[config.mk]
export PLATFORM = sky130hd
export DESIGN_NAME = sha256_req_sched
export DESIGN_NICKNAME = d
export VERILOG_FILES = /design/src/rtl/sha256_pkg.sv /design/src/rtl/sha256_rr_arb.sv /design/src/rtl/sha256_req_sched.sv
export SDC_FILE = /design/constraint.sdc
export NUM_CORES = 1
export LEC_CHECK = 0
export BUFFER_PORTS_ARGS = -buffer_cell sky130_fd_sc_hd__buf_2
export CORE_AREA = 2 2 268 270
export DETAILED_ROUTE_END_ITERATION = 8
export DIE_AREA = 0 0 270 272
export PLACE_DENSITY_LB_ADDON = 0.3
export SLEW_MARGIN = 15
export SYNTH_ARGS = -nofsm -noshare
export SYNTH_HDL_FRONTEND = slang
export SYNTH_HIERARCHICAL = 1
export SYNTH_SLANG_ARGS = --single-unit
[constraint.sdc]
create_clock -name clk_i -period 3.95 [get_ports clk_i]
set_clock_uncertainty 0.05 [all_clocks]
set_input_delay 0.395 -clock clk_i [delete_from_list [all_inputs] [get_ports clk_i]]
set_output_delay 0.395 -clock clk_i [all_outputs]
set_load 0.05 [all_outputs]
[src/rtl/sha256_pkg.sv]
// Shared types for the SHA-256 request scheduler: digest width and scheduler FSM states.
package sha256_pkg;

    localparam int digest_width_lp = 256;

    typedef enum logic [1:0] {
        IDLE   = 2'd0,
        SEND   = 2'd1,
        WAIT   = 2'd2,
        RETURN = 2'd3
    } state_e;

endpackage

[src/rtl/sha256_rr_arb.sv]
// Combinational round-robin pick: the first requesting index after i_last_grant, wrapping,
// so the most recently served requester always has the lowest priority.
module sha256_rr_arb #(
    parameter  int num_req_p   = 4,
    localparam int id_width_lp = $clog2(num_req_p)
) (
    input  logic [num_req_p-1:0]   i_req_v,
    input  logic [id_width_lp-1:0] i_last_grant,
    output logic [id_width_lp-1:0] o_grant,
    output logic                   o_any_v
);

    int w_best_d;

    // Distance 0 is the slot right after last_grant; the smallest distance with a request wins.
    always_comb begin
        o_grant  = '0;
        o_any_v  = 1'b0;
        w_best_d = num_req_p;
        for (int j = 0; j < num_req_p; j++) begin
            if (i_req_v[j] &&
                (((j + num_req_p - 1 - int'(i_last_grant)) % num_req_p) < w_best_d)) begin
                w_best_d = (j + num_req_p - 1 - int'(i_last_grant)) % num_req_p;
                o_grant  = id_width_lp'(j);
                o_any_v  = 1'b1;
            end
        end
    end

endmodule

[src/rtl/sha256_req_sched.sv]
// Round-robin scheduler sharing one SHA-256 node among several requesters: streams the granted
// requester's message into the node word by word, then returns the digest tagged with its owner.
module sha256_req_sched
    import sha256_pkg::*;
#(
    parameter  int num_req_p    = 4,
    parameter  int ring_width_p = 32,
    localparam int id_width_lp  = $clog2(num_req_p)
) (
    input  logic                              clk_i,
    input  logic                              reset_n_i,
    input  logic                              en_i,
    input  logic [num_req_p-1:0]              req_v_i,
    input  logic [num_req_p*ring_width_p-1:0] req_data_i,
    output logic [num_req_p-1:0]              req_ready_o,
    output logic                              node_v_o,
    output logic [ring_width_p-1:0]           node_data_o,
    input  logic                              node_ready_i,
    input  logic                              node_v_i,
    input  logic [digest_width_lp-1:0]        node_data_i,
    output logic                              node_yumi_o,
    output logic                              dig_v_o,
    output logic [digest_width_lp-1:0]        dig_data_o,
    output logic [id_width_lp-1:0]            dig_id_o,
    input  logic                              dig_yumi_i,
    output logic                              busy_o
);

    localparam int words_lp     = digest_width_lp / ring_width_p;
    localparam int cnt_width_lp = (words_lp > 1) ? $clog2(words_lp) : 1;

    state_e                      r_state,      w_state_next;
    logic [cnt_width_lp-1:0]     r_word_cnt,   w_word_cnt_next;
    logic [id_width_lp-1:0]      r_grant,      w_grant_next;
    logic [id_width_lp-1:0]      r_last_grant, w_last_grant_next;
    logic [digest_width_lp-1:0]  r_dig_data,   w_dig_data_next;
    logic [id_width_lp-1:0]      r_dig_id,     w_dig_id_next;

    logic [id_width_lp-1:0]      w_arb_grant;
    logic                        w_any_v;
    logic [ring_width_p-1:0]     w_req_word [num_req_p];
    logic [ring_width_p-1:0]     w_sel_word;
    logic                        w_sel_v;
    logic                        w_word_hs;

    for (genvar gi = 0; gi < num_req_p; gi++) begin : g_unpack
        assign w_req_word[gi] = req_data_i[gi*ring_width_p +: ring_width_p];
    end

    assign w_sel_word = w_req_word[r_grant];
    assign w_sel_v    = req_v_i[r_grant];
    assign w_word_hs  = en_i && (r_state == SEND) && w_sel_v && node_ready_i;

    sha256_rr_arb #(
        .num_req_p    (num_req_p)
    ) u_arb (
        .i_req_v      (req_v_i),
        .i_last_grant (r_last_grant),
        .o_grant      (w_arb_grant),
        .o_any_v      (w_any_v)
    );

    always_ff @(posedge clk_i or negedge reset_n_i) begin
        if (!reset_n_i) begin
            r_state      <= IDLE;
            r_word_cnt   <= '0;
            r_grant      <= '0;
            r_last_grant <= id_width_lp'(num_req_p - 1);
            r_dig_data   <= '0;
            r_dig_id     <= '0;
        end else begin
            r_state      <= w_state_next;
            r_word_cnt   <= w_word_cnt_next;
            r_grant      <= w_grant_next;
            r_last_grant <= w_last_grant_next;
            r_dig_data   <= w_dig_data_next;
            r_dig_id     <= w_dig_id_next;
        end
    end

    // With en_i low every register holds, so the whole scheduler freezes in place.
    always_comb begin
        w_state_next      = r_state;
        w_word_cnt_next   = r_word_cnt;
        w_grant_next      = r_grant;
        w_last_grant_next = r_last_grant;
        w_dig_data_next   = r_dig_data;
        w_dig_id_next     = r_dig_id;
        if (en_i) begin
            case (r_state)
                IDLE: begin
                    if (w_any_v) begin
                        w_grant_next = w_arb_grant;
                        w_state_next = SEND;
                    end
                end
                SEND: begin
                    if (w_word_hs) begin
                        if (r_word_cnt == cnt_width_lp'(words_lp - 1)) begin
                            w_word_cnt_next = '0;
                            w_state_next    = WAIT;
                        end else begin
                            w_word_cnt_next = r_word_cnt + 1'b1;
                        end
                    end
                end
                WAIT: begin
                    if (node_v_i) begin
                        w_dig_data_next = node_data_i;
                        w_dig_id_next   = r_grant;
                        w_state_next    = RETURN;
                    end
                end
                RETURN: begin
                    if (dig_yumi_i) begin
                        w_last_grant_next = r_grant;
                        w_state_next      = IDLE;
                    end
                end
                default: w_state_next = IDLE;
            endcase
        end
    end

    // Data follows the granted requester throughout SEND; only the handshake strobes honour en_i.
    always_comb begin
        req_ready_o = '0;
        node_v_o    = 1'b0;
        node_data_o = '0;
        node_yumi_o = 1'b0;
        dig_v_o     = 1'b0;
        if (r_state == SEND) begin
            node_data_o = w_sel_word;
            if (en_i) begin
                node_v_o             = w_sel_v;
                req_ready_o[r_grant] = node_ready_i;
            end
        end
        if (en_i && (r_state == WAIT)) begin
            node_yumi_o = node_v_i;
        end
        if (en_i && (r_state == RETURN)) begin
            dig_v_o = 1'b1;
        end
    end

    assign busy_o     = (r_state != IDLE);
    assign dig_data_o = r_dig_data;
    assign dig_id_o   = r_dig_id;

endmodule

== After elaboration in Yosys (flattened, before gate mapping) ==
Cells that the tools add are included.

* Bits in registers: 267
* Input bits: 394
* Output and inout port bits: 298
* Word-level logic and storage cells: 85

* Add/sub/neg operators: 5
* Order comparisons: 7
* Eq/ne operators: 9
* Muxes and demuxes: 31
* Bitwise gates (word level): 6
* Reduce and logical (&&, ||, !) cells: 21

{| class="wikitable"
|+ Operator list
! kind !! count
|-
| $mux 32 || 6
|-
| $lt 3x32->1 || 3
|-
| $bmux 32 s2 || 1
|-
| $mux 2 || 7
|-
| $reduce_and 3->1 || 4
|-
| $sub 3x2->4 const A || 3
|-
| $mux 1 || 11
|-
| $logic_and 1x1->1 || 10
|-
| $mux 4 || 2
|-
| $ne 2x2->1 const B || 4
|-
| $pmux 2 s4 || 1
|-
| $reduce_or 2->1 || 4
|-
| $reduce_and 6->1 || 1
|-
| $and 1x1->1 || 4
|-
| $and 4x4->4 || 1
|-
| $eq 2x2->1 const B || 2
|-
| $lt 3x4->1 const B || 1
|-
| $add 3x1->3 const B || 1
|-
| $eq 3x3->1 const B || 1
|-
| $ge 3x3->1 const B || 1
|-
| $lt 2x3->1 const B || 1
|-
| $mux 3 || 1
|-
| $not 2->3 || 1
|-
| $sub 2x2->3 const A || 1
|-
| other kinds (7) || 7
|}

== Depth between registers and ports, before layout ==
Gate-level depths: netlist of run 1.

* Word-level depth: 17
* Gate-level depth with buffers: 16
* Depth with buffers taken out: 16

== By module ==
The synthesis of run 1 kept the hierarchy.

{| class="wikitable"
|+ Modules (own cells, without submodules)
! module !! instances !! cells an instance !! area each (um2) !! sequential area each (um2)
|-
| sha256_req_sched || 1 || 1215 || 11120.7 || 6683.9
|-
| sha256_rr_arb || 1 || 27 || 216.5 || 0.0
|}

== Least setup slack after synthesis of run 1 ==
Ideal clock, no wire load.

* Path type: register -> register
* From: register r_last_grant[0]
* To: register r_grant[1]
* Setup time: 125 ps
* Data arrival time: 3165 ps
* Data required time: 3775 ps
* Path slack: 610 ps
* Cell stages (with the launch flop): 16
* Path buffers: 0
* Cells stage by stage: dfstp_2 > xnor2_1 > inv_1 > ha_1 > nand2b_1 > a221oi_1 > a21o_1 > ha_1 > and4b_1 > a22oi_1 > nor2_1 > a21o_1 > ha_1 > a31oi_1 > a221o_2 > mux2_2

* Elaborated cells between the ends (all ways): 30
* Classes of those cells: add/sub (4); order compare (4); mux (9); bitwise (4); reduce/logical (9)

{| class="wikitable"
|+ RTL lines
! element !! line !! RTL
|-
| start: declaration || sha256_req_sched.sv:35 || <nowiki>logic [id_width_lp-1:0] r_last_grant, w_last_grant_next;</nowiki>
|-
| start signal: assignment || sha256_req_sched.sv:68 || <nowiki>r_last_grant <= id_width_lp'(num_req_p - 1);</nowiki>
|-
| start signal: assignment || sha256_req_sched.sv:75 || <nowiki>r_last_grant <= w_last_grant_next;</nowiki>
|-
| $sub 2x2->3 || sha256_rr_arb.sv:22, sha256_rr_arb.sv:23 ||
|-
| $reduce_or 2->1 (no line) || - ||
|-
| $and 1x1->1 (no line) || - ||
|-
| $lt 3x4->1 || sha256_rr_arb.sv:22 || <nowiki>(((j + num_req_p - 1 - int'(i_last_grant)) % num_req_p) < w_best_d)) begin</nowiki>
|-
| $logic_and 1x1->1 || sha256_rr_arb.sv:21 || <nowiki>if (i_req_v[j] &&</nowiki>
|-
| $mux 32 || sha256_rr_arb.sv:21 ||
|-
| $lt 3x32->1 || sha256_rr_arb.sv:22 ||
|-
| $logic_and 1x1->1 || sha256_rr_arb.sv:21 ||
|-
| $mux 32 || sha256_rr_arb.sv:21 ||
|-
| $lt 3x32->1 || sha256_rr_arb.sv:22 ||
|-
| $logic_and 1x1->1 || sha256_rr_arb.sv:21 ||
|-
| $mux 32 || sha256_rr_arb.sv:21 ||
|-
| $lt 3x32->1 || sha256_rr_arb.sv:22 ||
|-
| $logic_and 1x1->1 || sha256_rr_arb.sv:21 ||
|-
| $mux 2 (*) || sha256_rr_arb.sv:21 ||
|-
| via w_arb_grant[1] || sha256_req_sched.sv:39 || <nowiki>logic [id_width_lp-1:0] w_arb_grant;</nowiki>
|-
| end signal: assignment || sha256_req_sched.sv:74 || <nowiki>r_grant <= w_grant_next;</nowiki>
|-
| end: declaration || sha256_req_sched.sv:34 || <nowiki>logic [id_width_lp-1:0] r_grant, w_grant_next;</nowiki>
|}

Mark *: on every way through the listed nets, which the timed path passes. The rest lies on a longest branch.
A chain may end at the register's enable or synchronous reset.

== Final worst setup path of run 1 ==
Ends and elaborated chain as after synthesis.

==> results.yml, run 1 <==
outcome:
  outcome: "complete, no violations"
detailed_routing:
  drt_iter0_markers: 465
  detail_route.wl_per_cell_um: 15.5
  num_vias: 12021
  postRouteAntennaNets: 0
  wl_mm: 48.7
  first_pass_iters: 4
  avgViaCountPerCell: 3.82
  drc: 0
worst_setup_path:
  critPathMaxStageDelay_ns: 0.59
  worstPathArrival_ns: 4.08
  path_buf_inv: 1
  crit_path_start_kind: "register"
  cp_top_family: "compound AO/OA/AOI/OAI gates"
  critPathSlowestCell: "dfstp_2"
  required_ns: 4.32
  critPathKind: "register to register"
  end_kind: "register"
  path_cells: "xnor2_1, inv_1, ha_1, nand2b_1, a221oi_1, a21o_1, ha_1, and4b_1, a22oi_1, nor2_1, a21o_1, ha_1, a31oi_1, a221o_2, mux2_2"
  cp_common_cell: "ha_1"
  crit_fanout: 8
synthesis:
  synthesis.area_mm2: 0.0113
  synthTopCellsByArea: "dfrtp_1, nand2_1, mux4_2, and2_1, clkbuf_1"
  synthArstFlopShare_pct: 100
  synth_most_common_cell: "nand2_1"
  yosys.area.top_type_share_pct: 58.5
  synth_area_per_cell_um2: 9.13
  synth_common_cells: "nand2_1, dfrtp_1, clkbuf_1"
  synthCells: 1242
  synth_edf_count: 0
  seq_area_frac_synth_pct: 59.0
  synth_warnings: 6
  syn_nets: 1645
  netlist-cell-type-count: 40
  ys.flop_type: "dfrtp_1"
  yosys_register_bits: 267
  yosys.area.top_type: "dfrtp_1"
cells_and_area:
  stdcell_area_mm2: 0.0194
  fillers: 7568
  drive_gt1_share_pct: 37.0
  area_delta_synth_final_pct: 71.3
  nets: 2559
job:
  drv_cap: 0
grt:
  grt_usage_pct: 12.9
  grt_max_degree: 144
  overflow: 0
  grt_pass1_vias: 12706
  antenna_found_initial: 25
  grt_pass1_wl_mm: 73.8
clock_tree:
  clock_sinks: 267
  clock_path_buffers: 3
  postCtsResizedCells: 0
  cts_root_buffer: "clkbuf_16"
  clkTransAtPathRegs_ns: 0.06
  htreeDepth: 2
  cts_tree: "built"
  clk_latency_ns: 0.53
  cts_buffers: 34
pwr:
  switchingPower_mw: 8.94
  total_power_mw: 17.0
  cellInternalPower_mw: 8.08
  p_leak_nw: 10.6
  p_per_area_mw_per_mm2: 877
  vdd_drop_max_mv: 0.628
  swShare_pct: 52.5
  combPwrFrac_pct: 54.1
  p_seq_share_pct: 28.0
  pwr-share-clk_pct: 17.9
sta:
  setup_tns_ns: 0
  finalMaxSlewViolations: 0
  max_freq_ghz: 0.269
  worst_pin_slew_ns: 0.968
  maxSlewHeadroom_pct: 35.5
  rsz0062_at_grt: "no"
  setup_viol: 0
  timing.final.ws_setup_ns: 0.233
  fin_crit_sh_pct: 94.1
  hold_viol: 0
  fin_crit_ns: 3.72
floorplanning:
  start_util_pct: 16.0
  rows: 98
  io_pins: 692
  die_h_um: 272
  die_w_um: 270
  dieArea_mm2: 0.0734
  core_region_area_mm2: 0.0708
worst_hold_path:
  hold_path_class: "input port to register"
place:
  port_buffers: 691
  hpwl_mm: 35.8
  placed_area_mm2: 0.0159
  place_ws_ns: 0.291
  gp_routability_congestion: 1.03
==> final cells by class <==
class / count / area, um2 / share of cell area, %
sequential: 267 / 6690 / 34.4
timing repair buffer: 945 / 6030 / 31.1
multi-input combinational: 900 / 4350 / 22.4
tap: 950 / 1190 / 6.12
clock buffer: 48 / 985 / 5.07
clock inverter: 10 / 96.3 / 0.496
antenna: 17 / 42.5 / 0.219
inverter: 8 / 37.5 / 0.193
==> worst min-delay path: cells and delay by family <==
kind | cells | cell delay, ns
and+or+nand+nor | 2 | 0.10
buffers and inverters | 1 | 0.09
==> metrics by stage <==
step           util (%)  hold WS [ns]  std cells
2_1_floorplan         -        0.0494       1242
3_3_place_gp       22.5         0.401       2833
3_5_place_dp       22.5         0.406       2833
4_1_cts            27.4       0.00105       3128
5_1_grt            27.4        0.0194       3141
6_report           27.4        0.0412       3145
==> per-layer routing <==
layer	track usage, %	share of wire, %	wire (um)	vias up
li1	-	-	-	5719
met1	13.1	36	17400	5618
met2	23.2	51	24900	564
met3	3.83	7.6	3720	118
met4	8.04	5.6	2720	2
met5	0	0.016	8	-
==> cell usage in the layout (no fill, tap or decap), types with 3 or more instances in the layout <==
cell	instances
dfrtp_1	264
nand3_1	3
a21o_1	4
ha_1	9
clkbuf_1	7
inv_1	7
buf_4	12
clkbuf_16	35
clkinv_2	6
and2_1	33
nor2_1	3
mux2_2	4
buf_2	690
mux4_2	33
and3_1	3
buf_12	5
clkbuf_8	6
o21ai_0	3
nand2_1	778
diode_2	17
dlygate4sd3_1	237
==> path summary, 6_finish.rpt <==
kind / cells past startpoint / endpoint / slack [ns] / startpoint
min in group asynchronous: 2 / dig_data_o[140]$_DFFE_PN0P_ / 0.43 / reset_n_i
hold reg to reg: 2 / dig_data_o[49]$_DFFE_PN0P_ / 0.42 / dig_data_o[49]$_DFFE_PN0P_
setup reg to reg: 15 / r_grant[1]$_DFFE_PN0P_ / 0.23 / r_last_grant[0]$_DFFE_PN1P_
max in group asynchronous: 3 / dig_data_o[159]$_DFFE_PN0P_ / 2.50 / reset_n_i
hold / removal: 3 / dig_data_o[85]$_DFFE_PN0P_ / 0.04 / node_data_i[85]
setup / recovery: 15 / r_grant[1]$_DFFE_PN0P_ / 0.23 / r_last_grant[0]$_DFFE_PN1P_
==> logic make-up (layout without fill, tap and decap cells) <==
family	count (synthesis)	after routing	share of synthesized area, %
fa+ha+maj	9	9	0.993
xor+xnor	1	1	0.0773
other cells	0	17	0
compound gates	18	18	1.21
mux	40	40	7.24
flops	267	267	59.0
buf+inv	75	1011	2.78
simple gates	832	832	28.7
==> state kept, by name, summed over array words and instances (netlist names) <==
signal        cells
dig_id_o          2
dig_data_o      256
r_state           2
r_grant           2
r_last_grant      2
r_word_cnt        3
==> what timing repair did <==
item                                   in CTS  in global routing
buffers inserted                            0                  0
hold buffers                              237                  0
endpoints found under the hold margin     329                  0
==> power groups by stage <==
stage               sequential, mW  clock (mW)  combinational (mW)
CTS                           4.78        3.20                9.26
global placement              4.76           0                9.01
global route                  4.94        3.31                9.76
detailed placement            4.77           0                9.09
finish                        4.76        3.05                9.21
floorplan                     8.83           0                2.58
Power figures use the tool's default switching activity.
==> run 2, diff against run 1 <==
clock period = 4.83 ns   (was 3.95 ns; I/O delays follow)
==> run 2 against run 1 <==
Against the previous run: critical path depth did not move; power is 19% lower; register-to-register slack improved by 0.78 ns; global-route usage decreased by 0.55 points; sequential share of layout area up 0.96 points; hold slack worse by 0.0033 ns; largest cell class unchanged; clock-buffer cell count decreased by 3; cell count down 1.5%; flip-flop and latch count stayed put; utilization shrank 0.74 points; fmax fell by 2.6%.
==> results.yml, run 2 (same netlist as run 1, synthesis figures left out) <==
outcome:
  outcome: "complete, no violations"
cells_and_area:
  final_cell_mix: "nand2_1, buf_2, dfrtp_1"
  drive_gt1_share_pct: 37.7
  area_delta_synth_final_pct: 66.6
  multi_input_area_mm2: 0.00435
  largest_reg_flops: 256
  nets: 2512
  mostFrequentLayoutCell: "nand2_1"
  seqCellArea_mm2: 0.00669
  fillers: 7602
worst_setup_path:
  end_kind: "register"
  reg2reg_setup_slack_ns: 1.01
  crit_fanout: 8
  critPathKind: "register to register"
  required_ns: 5.26
  worstPathArrival_ns: 4.25
  crit_path_start_kind: "register"
detailed_routing:
  detail_route.wl_per_cell_um: 15.2
  avgViaCountPerCell: 3.82
  first_pass_iters: 5
  drt_iter0_markers: 603
  postRouteAntennaNets: 0
  num_vias: 11843
  drc: 0
  wl_mm: 47.2
job:
  drv_cap: 0
clock_tree:
  cts_tree: "built"
  cts_buffers: 31
  clkTransAtPathRegs_ns: 0.06
  clock_sinks: 267
  cts_root_buffer: "clkbuf_16"
  postCtsSetupBuffers: 0
  ctsHoldBuffers: 196
  clock_path_buffers: 3
  htreeDepth: 1
  postCtsResizedCells: 0
  clk_latency_ns: 0.60
sta:
  setup_tns_ns: 0
  worst_pin_slew_ns: 0.912
  hold_viol: 0
  maxSlewHeadroom_pct: 39.2
  hold_ws_ns: 0.0379
  max_freq_ghz: 0.262
  fin_crit_ns: 3.82
  setup_viol: 0
  finalMaxSlewViolations: 0
  fin_crit_sh_pct: 79.0
  rsz0062_at_grt: "no"
pwr:
  combPwrFrac_pct: 54.5
  p_per_area_mw_per_mm2: 726
  p_seq_share_pct: 28.3
  cellInternalPower_mw: 6.46
  switchingPower_mw: 7.26
  pwr-share-clk_pct: 17.2
  total_power_mw: 13.7
  vdd_drop_max_mv: 0.394
  p_leak_nw: 10.4
  swShare_pct: 52.9
grt:
  grt_pass1_vias: 12508
  grt_max_degree: 121
  grt_pass1_wl_mm: 71.8
  overflow: 0
  antenna_found_initial: 27
  grt_usage_pct: 12.3
floorplanning:
  start_util_pct: 16.0
  rows: 98
  die_w_um: 270
  io_pins: 692
  core_region_area_mm2: 0.0708
  dieArea_mm2: 0.0734
  die_h_um: 272
worst_hold_path:
  hold_path_class: "input port to register"
place:
  gp_routability_congestion: 0.989
  port_buffers: 691
  hpwl_mm: 35.1
-- run 2: changes by cell type in the layout (fill, tap and decap cells not counted), sizes merged --
cell         previous run  this run
clkinvlp                1         0
buf                   708       705
clkbuf                 48        45
inv                    10         9
clkinv                  6        10
dlygate4sd3           237       196
diode                  17        14
-- run 2: stage by stage --
stage | cell area [um2] | instances | utilization (%) | setup slack [ns]
detailed placement | 15900 | 2830 | 22.4 | 1.07
floorplan | 11300 | 1242 | - | 1.49
finish | 18900 | 3097 | 26.7 | 1.01
CTS | 18900 | 3083 | 26.6 | 1.07
global route | 18900 | 3097 | 26.7 | 0.952
global placement | 15900 | 2830 | 22.4 | 1.18
-- run 2: final timing paths --
path / startpoint / cells past startpoint / to
max reg2reg: r_last_grant[0]$_DFFE_PN1P_ / 15 / r_grant[1]$_DFFE_PN0P_
max in group asynchronous: reset_n_i / 3 / dig_data_o[211]$_DFFE_PN0P_
max: r_last_grant[0]$_DFFE_PN1P_ / 15 / r_grant[1]$_DFFE_PN0P_
min in group asynchronous: reset_n_i / 2 / dig_data_o[153]$_DFFE_PN0P_
min: node_data_i[222] / 3 / dig_data_o[222]$_DFFE_PN0P_
min reg2reg: dig_data_o[163]$_DFFE_PN0P_ / 2 / dig_data_o[163]$_DFFE_PN0P_
-- run 2: layout make-up --
class	instances	area share [%]
inverter	8	0.199
multi-input combinational	900	23.0
antenna	14	0.185
sequential	267	35.4
tap	950	6.29
timing repair buffer	901	29.5
clock buffer	45	4.86
clock inverter	12	0.530
-- run 2: critical path, cell delays in order (launching register included) --
cell,delay [ns]
dfstp_2,0.60
xnor2_1,0.17
inv_1,0.08
ha_1,0.23
nand2b_1,0.17
a221oi_1,0.28
a21o_1,0.16
ha_1,0.19
and4b_1,0.22
a22oi_1,0.35
nor2_1,0.09
a21o_1,0.17
ha_1,0.28
a31oi_1,0.11
a221o_2,0.31
mux2_2,0.26
-- run 2: power by group through the flow --
stage / logic, mW / registers, mW / clock network (mW)
after floorplan: 2.11 / 7.22 / 0
after global placement: 7.35 / 3.88 / 0
after detailed placement: 7.43 / 3.89 / 0
after CTS: 7.54 / 3.89 / 2.45
after global routing: 7.92 / 4.03 / 2.56
final: 7.48 / 3.88 / 2.36
-- run 2: metal layers --
metal	share of wire (%)	vias to the layer above	global-route usage [%]
met5	0.072	-	0
met4	5.2	6	7.16
met1	35	5569	12.5
met3	7.9	131	3.46
met2	51	527	22.7
li1	-	5610	-
